[src/rtl/global_defs.sv]
// Shared definitions for the trace front end.
// Holds the parsed operation type, the address width and the request-queue
// constants and entry layout that the queue and the DRAM scheduler share.
package global_defs;

  localparam int ADDRESS_WIDTH = 33;

  typedef enum logic [1:0] {
    NOP    = 2'd0,
    READ   = 2'd1,
    WRITE  = 2'd2,
    IFETCH = 2'd3
  } parsed_op_t;

  localparam int QUEUE_DEPTH = 16;
  localparam int AGE_WIDTH   = 8;

  typedef struct packed {
    parsed_op_t               op;
    logic [ADDRESS_WIDTH-1:0] addr;
    logic [AGE_WIDTH-1:0]     age;
  } queue_entry_t;

  // True for strobes that carry real work (NOP strobes are ignored).
  function automatic logic is_real_op(parsed_op_t op);
    return op != NOP;
  endfunction

endpackage

[src/rtl/request_queue.sv]
// request_queue: circular FIFO of pending memory requests fed by the
// parser's op strobe, drained by the DRAM command scheduler.
//
// Ports
//   clk, rst        clock, synchronous active-high reset
//   op_ready_s      one-cycle strobe, opcode/address valid while high
//   opcode, address parsed operation accompanying the strobe
//   full            queue holds DEPTH entries; parser must not strobe
//   count           occupancy 0..DEPTH
//   dq_valid        head entry present
//   dq_opcode/_address/_age  head entry (NOP/0/0 when empty)
//   dq_ready        scheduler takes the head this cycle
//   overflow_err    sticky: a real strobe arrived while full with no pop
//
// Every output is a register or a function of registers only; the strobe
// and dq_ready only steer next-state logic.
module request_queue #(
  parameter int DEPTH     = global_defs::QUEUE_DEPTH,
  parameter int AGE_WIDTH = global_defs::AGE_WIDTH
) (
  input  logic                                 clk,
  input  logic                                 rst,
  input  logic                                 op_ready_s,
  input  global_defs::parsed_op_t              opcode,
  input  logic [global_defs::ADDRESS_WIDTH-1:0] address,
  output logic                                 full,
  output logic [$clog2(DEPTH):0]               count,
  output logic                                 dq_valid,
  output global_defs::parsed_op_t              dq_opcode,
  output logic [global_defs::ADDRESS_WIDTH-1:0] dq_address,
  output logic [AGE_WIDTH-1:0]                 dq_age,
  input  logic                                 dq_ready,
  output logic                                 overflow_err
);
  import global_defs::*;

  localparam int PTR_W = $clog2(DEPTH);
  localparam int CNT_W = PTR_W + 1;
  localparam logic [AGE_WIDTH-1:0] AGE_MAX = '1;

  // Pointer / occupancy state
  logic [PTR_W-1:0] rd_ptr_q, rd_ptr_d;
  logic [PTR_W-1:0] wr_ptr_q, wr_ptr_d;
  logic [CNT_W-1:0] count_q, count_d;
  logic             overflow_q, overflow_d;

  // Entry storage
  parsed_op_t               op_q   [DEPTH];
  parsed_op_t               op_d   [DEPTH];
  logic [ADDRESS_WIDTH-1:0] addr_q [DEPTH];
  logic [ADDRESS_WIDTH-1:0] addr_d [DEPTH];
  logic [AGE_WIDTH-1:0]     age_q  [DEPTH];
  logic [AGE_WIDTH-1:0]     age_d  [DEPTH];

  logic strobe, push, pop, drop;

  assign full     = (count_q == CNT_W'(DEPTH));
  assign dq_valid = (count_q != '0);

  assign pop    = dq_valid && dq_ready;
  assign strobe = op_ready_s && is_real_op(opcode);
  // A pop in the same cycle frees the head slot, so a full queue can still
  // accept; wr_ptr equals rd_ptr then and the new entry lands in that slot.
  assign push   = strobe && (!full || pop);
  assign drop   = strobe && full && !pop;

  // ---------------------------------------------------------------------
  // Pointers, count, overflow flag
  // ---------------------------------------------------------------------
  always_comb begin
    rd_ptr_d   = rd_ptr_q;
    wr_ptr_d   = wr_ptr_q;
    overflow_d = overflow_q | drop;
    if (pop)  rd_ptr_d = rd_ptr_q + 1'b1;
    if (push) wr_ptr_d = wr_ptr_q + 1'b1;
    count_d = count_q + CNT_W'(push) - CNT_W'(pop);
  end

  always_ff @(posedge clk) begin
    if (rst) begin
      rd_ptr_q   <= '0;
      wr_ptr_q   <= '0;
      count_q    <= '0;
      overflow_q <= 1'b0;
    end else begin
      rd_ptr_q   <= rd_ptr_d;
      wr_ptr_q   <= wr_ptr_d;
      count_q    <= count_d;
      overflow_q <= overflow_d;
    end
  end

  // ---------------------------------------------------------------------
  // Entry array with saturating ages
  // ---------------------------------------------------------------------
  // Ages of free slots also tick; they are never observed, and a slot is
  // always cleared to age 0 when it is (re)filled.
  always_comb begin
    for (int i = 0; i < DEPTH; i++) begin
      op_d[i]   = op_q[i];
      addr_d[i] = addr_q[i];
      age_d[i]  = (age_q[i] == AGE_MAX) ? age_q[i] : age_q[i] + 1'b1;
    end
    if (push) begin
      op_d[wr_ptr_q]   = opcode;
      addr_d[wr_ptr_q] = address;
      age_d[wr_ptr_q]  = '0;
    end
  end

  always_ff @(posedge clk) begin
    if (rst) begin
      for (int i = 0; i < DEPTH; i++) begin
        op_q[i]   <= NOP;
        addr_q[i] <= '0;
        age_q[i]  <= '0;
      end
    end else begin
      op_q   <= op_d;
      addr_q <= addr_d;
      age_q  <= age_d;
    end
  end

  // ---------------------------------------------------------------------
  // Head presentation, forced to NOP/0/0 when empty
  // ---------------------------------------------------------------------
  always_comb begin
    dq_opcode  = NOP;
    dq_address = '0;
    dq_age     = '0;
    if (dq_valid) begin
      dq_opcode  = op_q[rd_ptr_q];
      dq_address = addr_q[rd_ptr_q];
      dq_age     = age_q[rd_ptr_q];
    end
  end

  assign count        = count_q;
  assign overflow_err = overflow_q;

endmodule

[config.mk]
export PLATFORM = sky130hd
export DESIGN_NAME = request_queue
export DESIGN_NICKNAME = d
export VERILOG_FILES = /design/src/rtl/global_defs.sv /design/src/rtl/request_queue.sv
export SDC_FILE = /design/constraint.sdc
export NUM_CORES = 2
export LEC_CHECK = 0
export ABC_AREA = 1
export CELL_PAD_IN_SITES_DETAIL_PLACEMENT = 1
export CELL_PAD_IN_SITES_GLOBAL_PLACEMENT = 2
export CORE_AREA = 2 2 352 354
export CTS_BUF_LIST = sky130_fd_sc_hd__clkbuf_16
export DETAILED_ROUTE_END_ITERATION = 10
export DIE_AREA = 0 0 354 356
export GPL_ROUTABILITY_DRIVEN = 0
export PLACE_DENSITY = 0.79
export SYNTH_ARGS = -nofsm -noshare
export SYNTH_HDL_FRONTEND = slang
export SYNTH_SLANG_ARGS = --single-unit
[constraint.sdc]
create_clock -name clk -period 4.96 [get_ports clk]
set_input_delay 0.744 -clock clk [delete_from_list [all_inputs] [get_ports clk]]
set_output_delay 0.744 -clock clk [all_outputs]
set_load 0.01 [all_outputs]
======== Word-level counts from Yosys, hierarchy flattened ========
Cells that the tools add are included.
Widths: inputs -> output; s select.
operators by class
  reduce and logical (&&, ||, !) cells .... 11
  add/sub/neg operators ................... 20
  shifts and indexed selects .............. 0
  order comparisons ....................... 3
  equality and inequality tests ........... 17
  mux-type cells .......................... 37
  bitwise operators ....................... 5
  multiply operators ...................... 0
  div/mod/pow operators ................... 0
operators by type and width
  kind                 count
  $bwmux 528           1
  $mux 8               20
  $bmux 33 s4          1
  $demux 33 s4         1
  $mux 33              4
  $add 8x1->8 const B  16
  $and 128x128->128    1
  $eq 8x8->1 const B   16
  $mux 128             1
  $not 128->128        1
  $bmux 8 s4           1
  $bwmux 32            1
  $demux 8 s4          1
  $ge 5x5->1 const B   2
  $not 4->5            2
  $add 4x1->4 const B  2
  $bmux 2 s4           1
  $demux 2 s4          1
  $mux 2               4
  $logic_and 1x1->1    6
  $add 5x1->5          1
  $eq 5x5->1 const B   1
  $lt 5x1->1 const B   1
  $reduce_bool 5->1    1
  5 further kinds      6
word-level totals
  memory bits (writable) .................. 0
  logic and storage cells ................. 145
  bits in registers ....................... 702
  output and inout port bits .............. 51
  bits of input ports ..................... 39
  memories ................................ 0
  latch bits .............................. 0
  memory bits (read-only) ................. 0

======== Logic depth before layout (Yosys ltp) ========
  depth in word-level cells ............... 8
  mapped depth ............................ 15
  depth with buffers taken out ............ 14

======== Least setup slack after synthesis ========
OpenSTA, ideal clock, no wires.
  path kind ............................... input -> register
  start point ............................. input opcode[0]
  end point ............................... register count_q[4] (netlist: count[4])
  library setup time ...................... 70 ps
  buffers on the path ..................... 2
  setup slack ............................. 2131 ps
  stages .................................. 12
  data required time ...................... 4890 ps
  arrival time ............................ 2759 ps
  cells stage by stage .................... buf_2 -> o21a_1 -> buf_4 -> nand2_1 -> ha_1 -> inv_1 -> ha_1 -> inv_1 -> fa_1 -> o31ai_1 -> o21ai_0 -> a21oi_1
on the way
  cells in the longest elaborated chain, start to end .. 5
RTL lines
  element               RTL line             source
  from (decl)           request_queue.sv:24  input global_defs::parsed_op_t opcode,
  $reduce_bool 2->1     global_defs.sv:26    return op != NOP;
  $logic_and 1x1->1     request_queue.sv:61  assign strobe = op_ready_s && is_real_op(opcode);
  $logic_and 1x1->1     request_queue.sv:64  assign push = strobe && (!full || pop);
  $add 5x1->5           request_queue.sv:76  count_d = count_q + CNT_W'(push) - CNT_W'(pop);
  $sub 5x1->5           request_queue.sv:76
  to (signal assigned)  request_queue.sv:88  count_q <= count_d;
  to (decl)             request_queue.sv:44  logic [CNT_W-1:0] count_q, count_d;
Every way passes these cells.
A chain may end at the register's enable or synchronous reset.

======== Worst setup path in the final report ========
  start point ............................. register rd_ptr_q[0]
  end point ............................... output dq_address[15] (netlist bit)
on the way
  cells in the longest elaborated chain, start to end .. 5
RTL lines
  element                                     RTL line              source
  from (decl)                                 request_queue.sv:42   logic [PTR_W-1:0] rd_ptr_q, rd_ptr_d;
  from (signal assigned)                      request_queue.sv:86   rd_ptr_q <= rd_ptr_d;
  $not 4->5 (implied by the code)             request_queue.sv:134  dq_address = addr_q[rd_ptr_q];
  $bmux 33 s4                                 request_queue.sv:134
  $mux 33 (implied by the code) (2 in a row)  request_queue.sv:134
  $mux 33                                     request_queue.sv:132  if (dq_valid) begin
  to (decl)                                   request_queue.sv:30   output logic [global_defs::ADDRESS_WIDTH-1:0] dq_address,
Every way passes these cells. The select of a mux whose other input is x is not followed.

==> flow_summary_export.csv <==
group,metric,value,unit
status,status,"finished, final reports clean",
setup_path,crit_fanout,169,
pwr,switchingPower,5.54,mW
global_routing,grt_overflow_total,0,
final_layout,layout_commonest_cell,"nand2_1",
timing,slew_violations,0,
synth,netlist_instances,6063,
setup_path,required,4.22,ns
global_routing,antenna_found_initial,2,
detailed_routing,drc_errors,0,
timing,fin_tns_setup,0,ns
synth,ys_ff_latch,702,
setup_path,slowest_stage,"clkdlybuf4s50_1",
job,maxCapViolCount,0,
detailed_routing,ant_nets,0,
floorplan,rows,129,
pwr,p_sw_frac,0.345,
timing,rsz0062_at_grt,"no",
synth,ys_top_cells_by_area,"dfxtp_1 (39%), nand2_1 (22%), nor2_1 (13%), nand3_1 (7.8%), inv_1 (6.6%)",
detailed_routing,routed_wirelength,125,mm
timing,slew-limit-headroom,0.225,
timing,finalClockSkew,0.0370,ns
place,io_buffers,89,
final_layout,layout.nets,5981,
floorplan,core_area,123000,sq um
final_layout,layout-drive-gt1-share,0.0368,
setup_path,cp-end-kind,"output pin",
setup_path,cp-start-kind,"flop",
timing,period_minus_slack,4.18,ns
timing,fmax,0.239,GHz
synth,yosysTopAreaCell,"dfxtp_1",
synth,synth-seq-area-share,0.386,
clock_network,cts_tree,"done",
setup_path,critical_path.cell_chain,"buf_12 > nand2_1 > nand3_1 > nand3_1 > nand2_1 > nand2_1 > a21oi_1 > clkdlybuf4s50_1",
setup_path,cp.depth,8,
place,placed_cell_area,38200,sq um
floorplan,initial_utilization,0.297,
setup_path,arrival,3.44,ns
setup_path,cpMostUsedCell,"nand2_1",
pwr,p_leak,19.9,nW
floorplan,io_pins,90,
timing,hold_viol,0,
global_routing,grt_pass1_vias,35614,
clock_network,h-tree-depth,3,
floorplan,die_x,354,microns
synth,synth_area_per_cell,6.01,sq um
hold_path,hp-class,"reg2reg",
pwr,p_seq_frac,0.369,
timing,tightest_slew,1.16,ns
detailed_routing,vias,35241,
synth,synth_top_area_share,0.386,
synth,synth_nets,6130,
final_layout,n_fill_cell,15984,
setup_path,cp_top_family,"buffers and inverters",
place,place_inst,7459,
final_layout,final_cell_mix,"nand2_1 (2134), nor2_1 (1297), dfxtp_1 (698)",
final_layout,post-route-cell-area,40900,sq um
setup_path,rr_worst_depth,14,
pwr,powerDensity,394,nW/um^2
setup_path,critPathMaxStageDelay,0.66,ns
clock_network,cts_buffers,90,
global_routing,grtUsageTotal,0.197,
clock_network,cts_sinks,702,
clock_network,cts-root-buf,"clkbuf_16",
pwr,power_frac_clock,0.383,
floorplan,die_area,126000,sq um
pwr,ir_drop,0.219,mV
final_layout,fin_util,0.333,
synth,yosys_warnings,0,
clock_network,post_cts_buffers,0,
synth,netlist_area,36400,sq um
global_routing,grt_max_degree,170,
final_layout,synthToLayoutAreaGrowth,12.3,%
global_routing,grt_pass1_wl,200,mm
detailed_routing,dr.pass1.iters,5,
place,dp_hpwl,72.9,mm
floorplan,die_h,356,microns
clock_network,ctsHoldBuffers,0,
timing,setup_violations,0,
detailed_routing,initialDrtViolationCount,1673,
final_layout,fin_cells,7622,
synth,ys_types,30,
clock_network,clockBufferDepth,3,
timing,period_share,0.843,
clock_network,clk_latency,0.68,ns
setup_path,path_buf_inv,2,
clock_network,post_cts_resized,0,
setup_path,worstSetupPathType,"reg2out",
pwr,internal_power,10.5,mW
pwr,power_frac_comb,0.248,
detailed_routing,avgViaCountPerCell,4.62,
clock_network,clk_pin_slew,0.06,ns
hold_path,min_path_cells,2,
detailed_routing,routedWlPerCell,16.4,microns
per-stage QoR:
stage               worst slack (ns)  total power, mW  hold slack (ns)
finish                         0.778             16.1            0.507
global placement                1.34             10.1            0.496
CTS                            0.686             16.4            0.514
global route                   0.587             17.0            0.525
floorplan                       2.13             8.45            0.467
detailed placement              1.33             10.1            0.503
worst min-delay path: cells and delay by family (launching register included):
family | cells | cell delay [ns]
DFF | 1 | 0.33
and+or+nand+nor | 1 | 0.07
AOI/OAI and AO/OA | 1 | 0.06
area by class of cell:
cell class / count / area (sq um) / area share
multi-input combinational: 4317 / 18000 / 0.439
sequential: 702 / 14100 / 0.344
inverter: 647 / 2450 / 0.0600
clock buffer: 93 / 2330 / 0.0569
tap: 1637 / 2050 / 0.0501
timing repair buffer: 156 / 1630 / 0.0399
clock inverter: 68 / 385 / 0.00943
antenna: 2 / 5.00 / 0.000122
cell families (layout without fill, tap and decap cells):
| group | count (synthesis) | count (layout) | share of synthesized area |
|---|---|---|---|
| buffers and inverters | 1044 | 964 | 0.123 |
| adders and majority gates | 28 | 28 | 0.00983 |
| DFF | 702 | 702 | 0.386 |
| other | 0 | 2 | 0 |
| xor gates and xnor gates | 49 | 49 | 0.0118 |
| and+or+nand+nor | 4078 | 4078 | 0.447 |
| AOI/OAI and AO/OA | 162 | 162 | 0.0225 |
power by group through the flow:
stage               registers (mW)  clock network [mW]  logic, mW
floorplan                     6.02                   0       2.42
global placement              6.06                   0       4.02
detailed placement            6.06                   0       4.06
CTS                           5.94                6.37       4.08
global route                  5.96                6.59       4.42
finish                        5.94                6.17       3.98
Yosys cell counts:
cell type,count
nand3_1,567
and3_1,6
buf_1,28
fa_1,1
o21a_1,1
xnor2_1,33
nor3_1,46
clkinv_1,1
inv_2,6
dfxtp_1,702
ha_1,27
a21oi_1,123
buf_6,36
xor2_1,16
o31ai_1,1
nor2_1,1297
nand2_4,1
clkbuf_1,164
nor2_4,1
inv_1,640
nand3_2,10
nand3_4,7
nand2_1,2134
buf_2,141
buf_4,28
nand2_2,5
o21ai_0,34
a31oi_1,2
nand4_1,4
a21boi_0,1
per-layer routing:
layer  GRT usage  routed length, microns
met5           0                       0
met4      0.0478                    2420
met3      0.0213                    2970
met2       0.349                   59400
met1       0.256                   59900
sequential cells by signal, summed over array words and instances, names as in the netlist:
register / count
count: 5
rd_ptr_q: 4
overflow_err: 1
op_q: 32
wr_ptr_q: 4
age_q: 128
addr_q: 528
final timing paths:
kind / slack (ns) / start / end
worst max-delay path: 0.78 / rd_ptr_q[0] / dq_address[15]
worst min-delay path: 0.51 / wr_ptr_q[3] / wr_ptr_q[3]
worst max register to register: 1.93 / count[2] / count[4]
worst min register to register: 0.51 / wr_ptr_q[3] / wr_ptr_q[3]
No activity file was read; power rests on OpenSTA's default activity.
